$ cat src/rtl/muldiv_unit.sv
// Iterative MULT/MULTU/DIV/DIVU engine owning HI/LO, one bit per cycle.
// Optional MTHI/MTLO write ports: define MULDIV_MTHILO_EN.
module muldiv_unit #(
  parameter int WIDTH = 32
) (
  input  logic             clk,
  input  logic             reset,
  input  logic             start_e,
  input  logic [1:0]       op_e,
  input  logic [WIDTH-1:0] a_e,
  input  logic [WIDTH-1:0] b_e,
  input  logic             flush_e,
  input  logic             read_hilo_e,
`ifdef MULDIV_MTHILO_EN
  input  logic             mthi_e,
  input  logic             mtlo_e,
  input  logic [WIDTH-1:0] mt_data_e,
`endif
  output logic             stall_e_o,
  output logic             busy_o,
  output logic             done_o,
  output logic [WIDTH-1:0] hi_o,
  output logic [WIDTH-1:0] lo_o
);

  localparam int CW = $clog2(WIDTH);
  localparam logic [CW-1:0] LAST = CW'(WIDTH - 1);

  typedef enum logic [1:0] {
    IDLE,
    CALC,
    FIX
  } state_t;

  state_t               state;
  logic [CW-1:0]        cnt;
  logic [2*WIDTH-1:0]   acc;
  logic [WIDTH-1:0]     opb;
  logic                 is_div;
  logic                 sign_q;
  logic                 sign_r;
  logic                 div0;

  logic                 signed_op;
  logic                 accept;
  logic [WIDTH-1:0]     a_mag;
  logic [WIDTH-1:0]     b_mag;
  logic [WIDTH:0]       mul_sum;
  logic [WIDTH:0]       div_diff;
  logic [2*WIDTH-1:0]   calc_nxt;
  logic [2*WIDTH-1:0]   prod_fix;
  logic [WIDTH-1:0]     rem;
  logic [WIDTH-1:0]     quo;
  logic [WIDTH-1:0]     fix_hi;
  logic [WIDTH-1:0]     fix_lo;

  assign signed_op = ~op_e[0];
  assign accept    = (state == IDLE) & start_e & ~flush_e;
  assign busy_o    = (state != IDLE);

`ifdef MULDIV_MTHILO_EN
  assign stall_e_o = busy_o &
                     (start_e | read_hilo_e | mthi_e | mtlo_e);
`else
  assign stall_e_o = busy_o & (start_e | read_hilo_e);
`endif

  always_comb begin
    a_mag = (signed_op & a_e[WIDTH-1]) ? -a_e : a_e;
    b_mag = (signed_op & b_e[WIDTH-1]) ? -b_e : b_e;
  end

  // MUL: acc = {partial, multiplier}; DIV: acc = {remainder, dividend/quotient}
  always_comb begin
    mul_sum  = {1'b0, acc[2*WIDTH-1:WIDTH]} +
               (acc[0] ? {1'b0, opb} : '0);
    div_diff = acc[2*WIDTH-1:WIDTH-1] - {1'b0, opb};
    if (is_div) begin
      if (div_diff[WIDTH])
        calc_nxt = {acc[2*WIDTH-2:0], 1'b0};
      else
        calc_nxt = {div_diff[WIDTH-1:0], acc[WIDTH-2:0], 1'b1};
    end else begin
      calc_nxt = {mul_sum, acc[WIDTH-1:1]};
    end
  end

  // Divide-by-zero leaves |a| as remainder; sign fix restores raw a.
  always_comb begin
    prod_fix = sign_q ? -acc : acc;
    rem      = acc[2*WIDTH-1:WIDTH];
    quo      = acc[WIDTH-1:0];
    if (is_div) begin
      fix_hi = sign_r ? -rem : rem;
      fix_lo = div0 ? '1 : (sign_q ? -quo : quo);
    end else begin
      fix_hi = prod_fix[2*WIDTH-1:WIDTH];
      fix_lo = prod_fix[WIDTH-1:0];
    end
  end

  always_ff @(posedge clk or posedge reset) begin
    if (reset) begin
      state  <= IDLE;
      cnt    <= '0;
      acc    <= '0;
      opb    <= '0;
      is_div <= 1'b0;
      sign_q <= 1'b0;
      sign_r <= 1'b0;
      div0   <= 1'b0;
      hi_o   <= '0;
      lo_o   <= '0;
      done_o <= 1'b0;
    end else begin
      done_o <= 1'b0;
      unique case (state)
        IDLE: begin
          if (accept) begin
            is_div <= op_e[1];
            sign_q <= signed_op & (a_e[WIDTH-1] ^ b_e[WIDTH-1]);
            sign_r <= signed_op & a_e[WIDTH-1];
            div0   <= op_e[1] & (b_e == '0);
            cnt    <= '0;
            state  <= CALC;
            if (op_e[1]) begin
              acc <= {{WIDTH{1'b0}}, a_mag};
              opb <= b_mag;
            end else begin
              acc <= {{WIDTH{1'b0}}, b_mag};
              opb <= a_mag;
            end
          end
`ifdef MULDIV_MTHILO_EN
          else begin
            if (mthi_e & ~flush_e) hi_o <= mt_data_e;
            if (mtlo_e & ~flush_e) lo_o <= mt_data_e;
          end
`endif
        end
        CALC: begin
          acc <= calc_nxt;
          cnt <= cnt + 1'b1;
          if (cnt == LAST) state <= FIX;
        end
        FIX: begin
          hi_o   <= fix_hi;
          lo_o   <= fix_lo;
          done_o <= 1'b1;
          state  <= IDLE;
        end
        default: state <= IDLE;
      endcase
    end
  end

endmodule

$ cat config.mk
export PLATFORM = sky130hd
export DESIGN_NAME = muldiv_unit
export DESIGN_NICKNAME = d
export VERILOG_FILES = /design/src/rtl/muldiv_unit.sv
export SDC_FILE = /design/constraint.sdc
export NUM_CORES = 1
export LEC_CHECK = 0
export BUFFER_PORTS_ARGS = -buffer_cell sky130_fd_sc_hd__buf_2
export CAP_MARGIN = 20
export CORE_MARGIN = 5
export CORE_UTILIZATION = 60
export DETAILED_ROUTE_END_ITERATION = 6
export PLACE_DENSITY = 0.85
export SYNTH_ARGS = -nofsm -noshare
export SYNTH_HDL_FRONTEND = slang
export SYNTH_SLANG_ARGS = --single-unit
$ cat constraint.sdc
create_clock -name clk -period 7.25 [get_ports clk]
set_clock_uncertainty 0.1 [all_clocks]
set_input_delay 1.8125 -clock clk [delete_from_list [all_inputs] [get_ports clk]]
set_output_delay 1.8125 -clock clk [all_outputs]
set_load 0.05 [all_outputs]
Word level (Yosys, flattened, before mapping)
Index checks and enable logic that the tools add are counted.
Word-level totals
  flip-flop bits (word level): 172
  input port bits: 71
  output and inout port bits: 67
Operators by class
  $add $sub $neg: 8
  equality and inequality tests: 5
  mux-type cells: 21
  bitwise logic cells: 11
  reductions and logical operators: 7
Operators with widths (number)
  32-bit 2-to-1 mux: 10
  64-bit 2-to-1 mux: 4
  32-bit negator: 4
  64-bit case mux with 2 select lines: 1
  64-bit negator: 1
  32-bit by 32-bit adder with 33-bit output: 1
  33-bit by 32-bit subtractor with 33-bit output: 1
  32-bit logical NOT: 1
  5-bit case mux with 2 select lines: 1
  1-bit bitwise AND: 7
  2-bit AND reduction: 3
  5-bit by 1-bit adder with 5-bit output, second input constant: 1
  5-bit equality test, second input constant: 1
  5-bit 2-to-1 mux: 1
  2-bit 2-to-1 mux: 2
  2-bit inequality test, second input constant: 2
  2-bit case mux with 2 select lines: 1
  2-bit nonzero test: 2
  2-bit by 1-bit equality test with 1-bit output, second input constant: 1
  2-bit equality test, second input constant: 1
  2-bit logical NOT: 1
  1-bit inverter: 2
  1-bit 2-to-1 mux: 1
  1-bit OR: 1
  1-bit bitwise XOR: 1

Depth between registers and ports, before layout
Gate-level depths: netlist of the first run.
  word-level depth: 6
  depth in mapped cells: 15
  mapped depth without buffers: 14

Worst setup path after synthesis of the first run
No wires, ideal clock.
  path type: input to register
  start point: in b_e[13]
  end point: reg acc[28]
  data arrival time: 3.969 ns
  required time: 7.024 ns
  path slack: 3.055 ns
  stages on the path: 9
  path through: or4_1 or4_1 nor3_1 nand2_1 nor2_1 a21oi_1 xnor2_1 a211oi_1 a311o_1
On the way
  longest elaborated chain between the ends: 5
RTL lines
  start, declared: line 11  | input logic [WIDTH-1:0] b_e,
  32-bit negator: line 70  | b_mag = (signed_op & b_e[WIDTH-1]) ? -b_e : b_e;
  32-bit 2-to-1 mux: line 70
  32-bit 2-to-1 mux: line 126  | if (op_e[1]) begin
  64-bit 2-to-1 mux: line 119  | if (accept) begin
  64-bit case mux with 2 select lines: line 117  | unique case (state)
  end signal, assigned: line 127  | acc <= {{WIDTH{1'b0}}, a_mag};
  end signal, assigned: line 130  | acc <= {{WIDTH{1'b0}}, b_mag};
  end signal, assigned: line 142  | acc <= calc_nxt;
  end, declared: line 37  | logic [2*WIDTH-1:0] acc;
No other way between the ends. The select of a mux whose other input is x is not followed.
A chain may end at the register's enable or synchronous reset.

Worst setup path in the final report of the first run
  start point: reg acc[32]
  end point: reg acc[32]
On the way
  longest elaborated chain between the ends: 4
  elaborated cells on any way between the ends: 5
  those cells by class: add/sub: 2; mux: 3
RTL lines
  33-bit by 32-bit subtractor with 33-bit output: line 77  | div_diff = acc[2*WIDTH-1:WIDTH-1] - {1'b0, opb};
  64-bit 2-to-1 mux: line 79  | if (div_diff[WIDTH])
  64-bit 2-to-1 mux (*): line 78  | if (is_div) begin
  64-bit case mux with 2 select lines (*): line 117
Every way passes the cells marked *; elsewhere a longest branch is shown, timed or not.

==> results.md, run 1 <==
* TritonCTS Buffers at 17
* Unrepaired setup endpoints after global routing: no
* Via density at 6.346
* Post-CTS setup buffers at 0
* Reg area at 4305 sq um
* CTS-repair resized insts at 0
* Placed Area at 14960 sq um
* Pwr Density at 539.2 nW/um^2
* DRT antenna net count at 0
* Starting Density at 0.6056
* Mapped cell area at 14130 sq um
* Largest net degree at the start of global routing at 74
* Failing checks: design-rule violations
* Max-cap viol count at 0
* Die Wd at 163.5 microns
* Routability cong. at 0.9507
* Post-Synthesis Cells at 1778
* P_leak at 6.966 nW
* Final Instance Area at 15620 sq um
* Fill count at 1957
* Worst Tran Pin Value at 1.100 ns
* Layout cells sized above 1 at 0.1161
* DR WL/cell at 20.02 microns
* Critical Path Source: acc[32]
* DP HPWL at 33060 microns
* Core Region at 23330 sq um
* Yosys warnings at 0
* Vias in the first global route at 13320
* Clock latency on the worst-skew pair at 0.45 ns
* Final Cycle Share at 0.6411
* Drt initial violations at 1344
* Mean Syn Cell Area at 7.947 sq um
* VDD IR max at 0.2336 mV
* CP required at 7.49 ns
* # hold bufs at CTS at 0
* # H-tree levels at 4
* Max Slew Vio Count at 0
* Synth unique cells at 74
* Worst Path Arrival at 4.88 ns
* Placement Rows at 56
* Final nets at 1990
* Global-route wire length before repair at 69800 microns
* Setup tns final at 0 ns
* Clk slew on worst S/H paths at 0.07 ns
* Crit path max fanout at 25
* Gr ovfl total at 0
* Final setup fails at 0
* Crit path kind: reg2reg
* Drt first pass iters at 7
* Final Hold Fails at 0
* Fmax at 0.2151 GHz
* Maximum clock insertion buffer count at 2
* EDFF count, synth at 0
* Worst setup SP type: flop
* Die height at 163.5 microns
* Area of the multi-input gates at 9196 sq um
* Final Core Density at 0.6692
* Async SR Flop Fraction at 1.000
* DRT Wirelength at 43700 microns
* IO Port Bufs at 137
* Worst R2R Start: acc[32]
* Initial antenna violation count at 6
* Rel. slew slack at 0.2660
* R2R Setup Slk at 2.60 ns
* CP Capture Type: flop
* Post-synth top flop: dfrtp_1
* I/O pin count at 138
* Clk sinks at 172
* Syn nets at 1921
* Crit path time final at 4.648 ns
* Die Area at 26720 sq um
* CTS root buffer: clkbuf_16
* Syn-to-layout area delta at 10.51%
* DRC violations left at 2
* Hold Path Class: reg2reg
* CTS tree: yes
* Hold path startpoint: hi_o[5]
* Vias at 13850
* Synthesis-stage register bit count at 172
* Tot GR Track Use at 0.3250
* Post-synthesis sequential area ratio at 0.3046
* Outcome: finished with violations
==> final timing paths <==
check                                end  depth (start not counted)
worst max-delay path             acc[32]                         13
worst min-delay path             hi_o[5]                          2
max in group asynchronous         is_div                          3
worst min register to register   hi_o[5]                          2
worst max register to register   acc[32]                         13
min in group asynchronous       state[0]                          2
==> report_power, final <==
part           switching (W)  internal (W)  leakage, nW  total [W]
Sequential          0.000570       0.00133         2.05    0.00190
Combinational        0.00329       0.00221         4.61    0.00550
Clock               0.000482      0.000537        0.314    0.00102
==> synth_stat cells, types with 8 or more instances <==
cell type / number / area share
a211o_1: 9 / 0.0056
a211oi_1: 37 / 0.020
a21o_1: 32 / 0.017
a21oi_1: 160 / 0.057
a22oi_1: 18 / 0.0096
a31oi_1: 28 / 0.012
and3_1: 11 / 0.0049
clkbuf_1: 85 / 0.023
dfrtp_1: 172 / 0.30
ha_1: 70 / 0.062
inv_1: 62 / 0.016
mux2i_1: 58 / 0.041
nand2_1: 190 / 0.050
nand2b_1: 26 / 0.012
nand3_1: 15 / 0.0053
nand4_1: 8 / 0.0035
nor2_1: 186 / 0.049
nor2b_1: 21 / 0.0093
nor3_1: 36 / 0.013
nor4_1: 21 / 0.0093
o211ai_1: 21 / 0.011
o21a_1: 10 / 0.0053
o21ai_0: 172 / 0.061
o21ai_1: 8 / 0.0028
o31ai_1: 14 / 0.0074
o41ai_1: 9 / 0.0056
xnor2_1: 93 / 0.058
xor2_1: 77 / 0.048
==> cell families (layout without fill, tap and decap cells) <==
group           count (synthesis)  after routing  synth area share
flops                         172            172            0.3046
mux                            59             59           0.04188
xor+xnor                      171            171            0.1065
other cells                     0              4                 0
simple gates                  558            558            0.1814
buf+inv                       168            250           0.04720
compound gates                578            578            0.2536
fa+ha+maj                      72             72           0.06482
==> per-stage QoR <==
| step | power, W | setup slack (ns) | hold slack (ns) | std cells |
|---|---|---|---|---|
| finish | 0.008419 | 2.602 | 0.3764 | 2183 |
| detailed placement | 0.007259 | 2.301 | 0.3653 | 2147 |
| global route | 0.009044 | 2.237 | 0.4028 | 2181 |
| global placement | 0.007149 | 2.383 | 0.3569 | 2147 |
| floorplan | 0.005974 | 0.6774 | 0.3489 | 1778 |
| CTS | 0.008310 | 2.729 | 0.3818 | 2179 |
==> cell usage in the layout (no fill, tap or decap), types with 28 or more instances in the layout <==
cell      instances
nand2_1         190
nor2_1          184
o21ai_0         172
dfrtp_1         171
a21oi_1         159
buf_2           137
xnor2_1          93
xor2_1           77
ha_1             70
inv_1            61
mux2i_1          58
a211oi_1         37
nor3_1           36
a21o_1           32
a31oi_1          28
==> per-layer routing <==
metal	global-route usage	up-vias	share of wire
met4	0.1468	6	0.045
met5	0	-	0.00078
met1	0.4194	6535	0.40
met3	0.06106	134	0.085
li1	-	6515	-
met2	0.5323	663	0.47
==> critical path, cell delays in order (launching register included) <==
cell	delay (ns)
dfrtp_1	0.49
inv_1	0.22
fa_1	0.50
nor2b_1	0.17
o31a_1	0.19
o21bai_1	0.10
a211o_1	0.30
a211o_1	0.30
a31oi_1	0.44
a21oi_1	0.24
xnor2_4	0.45
buf_4	0.49
mux2_2	0.39
o221ai_1	0.14
==> sequential cells by signal, summed over array words and instances, names as in the netlist <==
register  count
opb          32
cnt           5
acc          64
sign_q        1
is_div        1
done_o        1
hi_o         32
div0          1
sign_r        1
lo_o         32
state         2
==> final cells by class <==
class                           count  area share
Clock inverter                     15     0.01386
Tap cell                          319     0.02556
Clock buffer                       17     0.02724
Multi-Input combinational cell   1438      0.5889
Antenna cell                        4   0.0006410
Inverter                           63     0.01546
Sequential cell                   172      0.2757
Timing Repair Buffer              155     0.05256
Power figures use the tool's default switching activity.
==> run 2: changes to the inputs <==
Settings changed: CORE_UTILIZATION 60 to 55, PLACE_DENSITY 0.85 to 0.82.
Clock period 7.25 ns to 4.1 ns, I/O delays scaled along.
==> results.md, run 2 (synthesis gave the netlist of run 1 again) <==
* Crit path max fanout at 5 (-80%)
* DP HPWL at 35260 microns (+6.7%)
* Die Wd at 170.3 microns (+4.2%)
* Max-cap viol count at 0 (unchanged)
* ANT cells at 0 (-4)
* IO Port Bufs at 137 (unchanged)
* M1 GR Usage at 0.4062 (-0.01323)
* Crit path time final at 3.815 ns (-0.8331 ns)
* CTS-repair resized insts at 0 (unchanged)
* Pwr Density at 956.7 nW/um^2 (+77%)
* Placement Rows at 58 (+3.6%)
* Fill count at 2272 (+16%)
* Starting Density at 0.5595 (-0.04609)
* Worst Path Arrival at 4.05 ns (-0.83 ns)
* Unrepaired setup endpoints after global routing: no
* VDD IR max at 0.5042 mV (+120%)
* Crit path kind: reg2reg
* DRT Wirelength at 45360 microns (+3.8%)
* Final worst-path setup slack at 0.2849 ns (-2.317 ns)
* CP max stage delay at 0.51 ns (about the same)
* Worst Path Buf+Inv at 1 (-1)
* Via density at 6.215 (-2.1%)
* Initial antenna violation count at 4 (-2)
* M2 GR Usage at 0.5139 (-0.01834)
* Clk slew on worst S/H paths at 0.08 ns (about the same)
* Outcome: finished, final reports clean
* Slowest stage cell on the critical path: dfrtp_1
* Clock latency on the worst-skew pair at 0.45 ns (about the same)
* Setup tns final at 0 ns (unchanged)
* Final Core Density at 0.6320 (-0.03721)
* Drt first pass iters at 5 (-2)
* TritonCTS Buffers at 17 (unchanged)
* Rel. slew slack at 0.3592 (+0.09317)
* Worst path top cell family by delay: compound AO/OA/AOI/OAI gates
* Core Region at 25250 sq um (+8.2%)
* Fmax at 0.2621 GHz (+22%)
* Clk sinks at 172 (unchanged)
* Final nets at 2037 (+2.4%)
* Syn-to-layout area delta at 12.96%
* Commonest non-fill, non-tap cell in the layout: nand2_1
* Gr ovfl total at 0 (unchanged)
* Die height at 170.3 microns (+4.2%)
* Die Area at 29000 sq um (+8.5%)
* Vias at 13900 (+0.35%)
* Placed Area at 15360 sq um (+2.7%)
* Final Instance Area at 15960 sq um (+2.2%)
* Final setup fails at 0 (unchanged)
* Tot GR Track Use at 0.3116 (-0.01341)
* CP required at 4.34 ns (-3.15 ns)
* Critical path, cell by cell: and2_1 > ha_1 > inv_1 > fa_1 > nand2b_1 > a21o_1 > o2111ai_1 > a2111oi_0 > or3_1 > o21a_1 > o21ai_0 > xor2_1 > nand2_1 > o211ai_1
* Hold Path Class: reg2reg
* CTS tree: yes
* CTS root buffer: clkbuf_16
* Worst Tran Pin Value at 0.9601 ns (-0.1396 ns)
* Layout cells sized above 1 at 0.1374 (+0.02126)
* Number of flip-flops in the largest register at 64 (unchanged)
* Busiest grt layer: met2
* Post-CTS setup buffers at 0 (unchanged)
* Worst setup SP type: flop
* CP Capture Type: flop
* Largest Register: acc
* Vias in the first global route at 13650 (+2.5%)
* DRT antenna net count at 0 (unchanged)
* DR WL/cell at 20.28 microns (+1.3%)
* Max Slew Vio Count at 0 (unchanged)
* Maximum clock insertion buffer count at 2 (unchanged)
* Met3 Use GR at 0.05575 (-0.005316)
* # H-tree levels at 4 (unchanged)
* I/O pin count at 138 (unchanged)
* P_leak at 7.181 nW (+3.1%)
* Pwr Total at 0.01527 W (+81%)
* Largest net degree at the start of global routing at 84 (+14%)
* Final Cycle Share at 0.9305 (+0.2894)
* # hold bufs at CTS at 0 (unchanged)
* Routability cong. at 1.020 (+7.3%)
* Drt initial violations at 1334 (-0.74%)
* DP Worst Slack at 0.2807 ns (-2.020 ns)
* Final Hold Fails at 0 (unchanged)
* Global-route wire length before repair at 72620 microns (+4.0%)
* Commonest non-fill, non-tap cells in the layout: nand2_1 (190), nor2_1 (185), o21ai_0 (172), dfrtp_1 (171), a21oi_1 (159)
* DRC violations left at 0 (-2)
## run 2: changes by cell type in the layout (fill, tap and decap cells not counted)
| cell | previous run | this run |
|---|---|---|
| inv_6 | 4 | 2 |
| buf_4 | 18 | 62 |
| inv_12 | 1 | 0 |
| nor2_2 | 2 | 1 |
| clkinvlp_4 | 0 | 2 |
| bufinv_16 | 2 | 0 |
| nor2_1 | 184 | 185 |
| clkinv_8 | 3 | 4 |
| diode_2 | 4 | 0 |
| clkinv_4 | 1 | 3 |
| buf_12 | 0 | 3 |
## run 2: report_power, final
group / total [W] / leakage [nW] / switching, W / internal (W)
Combinational: 0.0104 / 4.85 / 0.00614 / 0.00431
Clock: 0.00167 / 0.289 / 0.000848 / 0.000825
Sequential: 0.00315 / 2.05 / 0.000801 / 0.00235
## run 2: worst paths after layout
check,startpoint,endpoint,slack [ns],cells past startpoint
setup reg to reg,acc[0],acc[51],0.28,14
hold reg to reg,hi_o[18],hi_o[18],0.38,2
setup / recovery,acc[0],acc[51],0.28,14
min in group asynchronous,reset,cnt[1],0.45,2
max in group asynchronous,reset,is_div,2.57,3
hold / removal,hi_o[18],hi_o[18],0.38,2
## run 2: layer usage
metal	vias to the layer above	wire length, microns
li1	6579	-
met1	6631	19020
met2	565	21290
met3	119	3144
met4	8	1880
met5	-	31
## run 2: layout make-up
| type | instances | area (sq um) | area share |
|---|---|---|---|
| clock buffer | 17 | 425.4 | 0.02665 |
| clock inverter | 15 | 172.7 | 0.01082 |
| inverter | 63 | 240.2 | 0.01505 |
| multi-input combinational | 1438 | 9194 | 0.5760 |
| sequential | 172 | 4305 | 0.2697 |
| tap | 330 | 412.9 | 0.02587 |
| timing repair buffer | 202 | 1211 | 0.07588 |
## run 2: per-stage QoR
step | hold slack [ns] | cells
final | 0.3775 | 2237
after floorplan | 0.3489 | 1778
after global placement | 0.3570 | 2205
after detailed placement | 0.3659 | 2205
after CTS | 0.3837 | 2237
after global routing | 0.4031 | 2237
## run 2: worst register-to-register path: stages, from the launching register on
cell and delay, ns:
dfrtp_1 0.51, and2_1 0.19, ha_1 0.20, inv_1 0.06, fa_1 0.40, nand2b_1 0.19, a21o_1 0.23, o2111ai_1 0.37
a2111oi_0 0.21, or3_1 0.46, o21a_1 0.23, o21ai_0 0.24, xor2_1 0.17, nand2_1 0.07, o211ai_1 0.09
==> run 3: changes to the inputs <==
Settings changed: RECOVER_POWER set to 100.
==> results.md, run 3 (synthesis gave the netlist of run 1 again) <==
* Outcome: finished with violations
* Failing checks: max-capacitance violations, max-slew violations
* CP required at 4.31 ns (-0.03 ns)
* Starting Density at 0.5595 (unchanged)
* Final Cycle Share at 0.9619 (+0.03137)
* Pwr Total at 0.01519 W (-0.54%)
* CTS root buffer: clkbuf_16
* Clk sinks at 172 (unchanged)
* Commonest non-fill, non-tap cells in the layout: nand2_1 (190), nor2_1 (185), o21ai_0 (176), dfrtp_1 (172), a21oi_1 (160)
* DRT Wirelength at 45580 microns (+0.47%)
* Pwr Density at 963.4 nW/um^2 (+0.71%)
* Worst Setup EP: hi_o[26]
* Drt first pass iters at 5 (unchanged)
* Syn-to-layout area delta at 11.56%
* Comb power frac at 0.682 (-0.002)
* Commonest non-fill, non-tap cell in the layout: nand2_1
* Crit path time final at 3.944 ns (+0.1286 ns)
* Gr ovfl total at 0 (unchanged)
* Max-cap viol count at 6 (+6)
* Clock latency on the worst-skew pair at 0.45 ns (about the same)
* DR WL/cell at 20.36 microns (+0.43%)
* # hold bufs at CTS at 0 (unchanged)
* Crit path kind: reg2reg
* DRT antenna net count at 0 (unchanged)
* Drt initial violations at 1279 (-4.1%)
* Final Core Density at 0.6242 (-0.007828)
* Worst setup SP type: flop
* Seq pwr share at 0.207 (about the same)
* Layout cells sized above 1 at 0.08862 (-0.04877)
* RR Endpoint: hi_o[26]
* Worst Tran Pin Value at 2.348 ns (+1.388 ns)
* Reg2reg path depth at 11 (-3)
* R2R Setup Slk at 0.16 ns (-0.13 ns)
* Worst R2R Start: acc[11]
* Largest Register: acc
* Tot GR Track Use at 0.3116 (unchanged)
* I/O pin count at 138 (unchanged)
* Initial antenna violation count at 4 (unchanged)
* Net switching power at 0.007773 W (-0.14%)
* CTS tree: yes
* Setup tns final at 0 ns (unchanged)
* Placed cell count at 2205 (unchanged)
* Vias in the first global route at 13650 (unchanged)
* Max Slew Vio Count at 283 (+283)
* Cell internal pwr at 0.007414 W (-0.96%)
* Largest net degree at the start of global routing at 84 (unchanged)
* VDD IR max at 0.5008 mV (-0.66%)
* # H-tree levels at 4 (unchanged)
* Routability cong. at 1.020 (unchanged)
* Crit path max fanout at 8 (+3)
* Core Region at 25250 sq um (unchanged)
* Placement Rows at 58 (unchanged)
* IO Port Bufs at 137 (unchanged)
* DRC violations left at 0 (unchanged)
* Global-route wire length before repair at 72620 microns (unchanged)
* Worst Path Arrival at 4.15 ns (+0.10 ns)
* Hold Path Class: reg2reg
* P_leak at 6.917 nW (-3.7%)
* Maximum clock insertion buffer count at 2 (unchanged)
* Die height at 170.3 microns (unchanged)
* Clk slew on worst S/H paths at 0.08 ns (about the same)
* Fin cells at 2238 (+0.045%)
* Die Area at 29000 sq um (unchanged)
* Fmax at 0.2536 GHz (-3.3%)
* Via density at 6.256 (+0.67%)
* CP Capture Type: flop
* Post-CTS setup buffers at 0 (unchanged)
* Critical Path Source: acc[11]
* Rel. slew slack at -0.5654 (-0.9247)
* Vias at 14000 (+0.72%)
* CTS-repair resized insts at 0 (unchanged)
* Unrepaired setup endpoints after global routing: no
* Die Wd at 170.3 microns (unchanged)
* Final setup fails at 0 (unchanged)
* Number of flip-flops in the largest register at 64 (unchanged)
* TritonCTS Buffers at 17 (unchanged)
* Final Hold Fails at 0 (unchanged)
* Final nets at 2037 (unchanged)
* DP HPWL at 35260 microns (unchanged)
* Fill count at 2345 (+3.2%)
* Clk network pwr share at 0.111 (about the same)
* Sw Share at 0.5118 (+0.002058)
[run 3: how the worst min path moves through the flow]
| stage | cells after the start | slack (ns) | startpoint | to |
|---|---|---|---|---|
| floorplan | 1 | 0.35 | cnt[3] | cnt[3] |
| global placement | 2 | 0.36 | hi_o[17] | hi_o[17] |
| detailed placement | 2 | 0.37 | hi_o[12] | hi_o[12] |
| CTS | 2 | 0.38 | hi_o[22] | hi_o[22] |
| global route | 2 | 0.41 | hi_o[12] | hi_o[12] |
| finish | 2 | 0.38 | hi_o[23] | hi_o[23] |
[run 3: cell type report]
cell class	count	area, sq um	area share
Sequential cell	172	4304	0.2730
Multi-Input combinational cell	1438	9148	0.5803
Timing Repair Buffer	202	1061	0.06731
Clock buffer	17	425.4	0.02699
Tap cell	330	412.9	0.02619
Antenna cell	1	2.502	0.0001587
Inverter	63	237.7	0.01508
Clock inverter	15	172.7	0.01095
[run 3: stage by stage]
stage,hold slack (ns),area [sq um],setup WS (ns)
final,0.3794,15760,0.1563
after CTS,0.3837,15960,0.3445
after detailed placement,0.3659,15360,0.2807
after floorplan,0.3489,14130,0.4506
after global routing,0.4076,15760,0.04184
after global placement,0.3570,15360,0.2601
[run 3: power groups by stage]
stage          combinational [W]  sequential (W)  clock, W
3_5_place_dp              0.0102         0.00316         0
6_report                  0.0104         0.00315   0.00168
3_3_place_gp             0.00997         0.00312         0
4_1_cts                   0.0103         0.00313   0.00168
2_1_floorplan            0.00733         0.00323         0
5_1_grt                   0.0113         0.00324   0.00175
[run 3: critical path, cell delays in order, from the launching register on]
cell      delay (ns)
dfrtp_1         0.48
or4_1           0.60
or3_1           0.40
or4_1           0.47
nor3_1          0.27
clkbuf_1        0.27
nand3_1         0.17
nand2_1         0.28
nand3_1         0.15
o21ai_0         0.37
xnor2_1         0.16
o21ai_0         0.08
[run 3: per-layer routing]
layer	track usage	part of all wire	vias to the layer above
li1	-	-	6591
met5	0	0.00050	-
met1	0.4062	0.41	6693
met3	0.05575	0.075	123
met4	0.1264	0.041	6
met2	0.5139	0.47	589
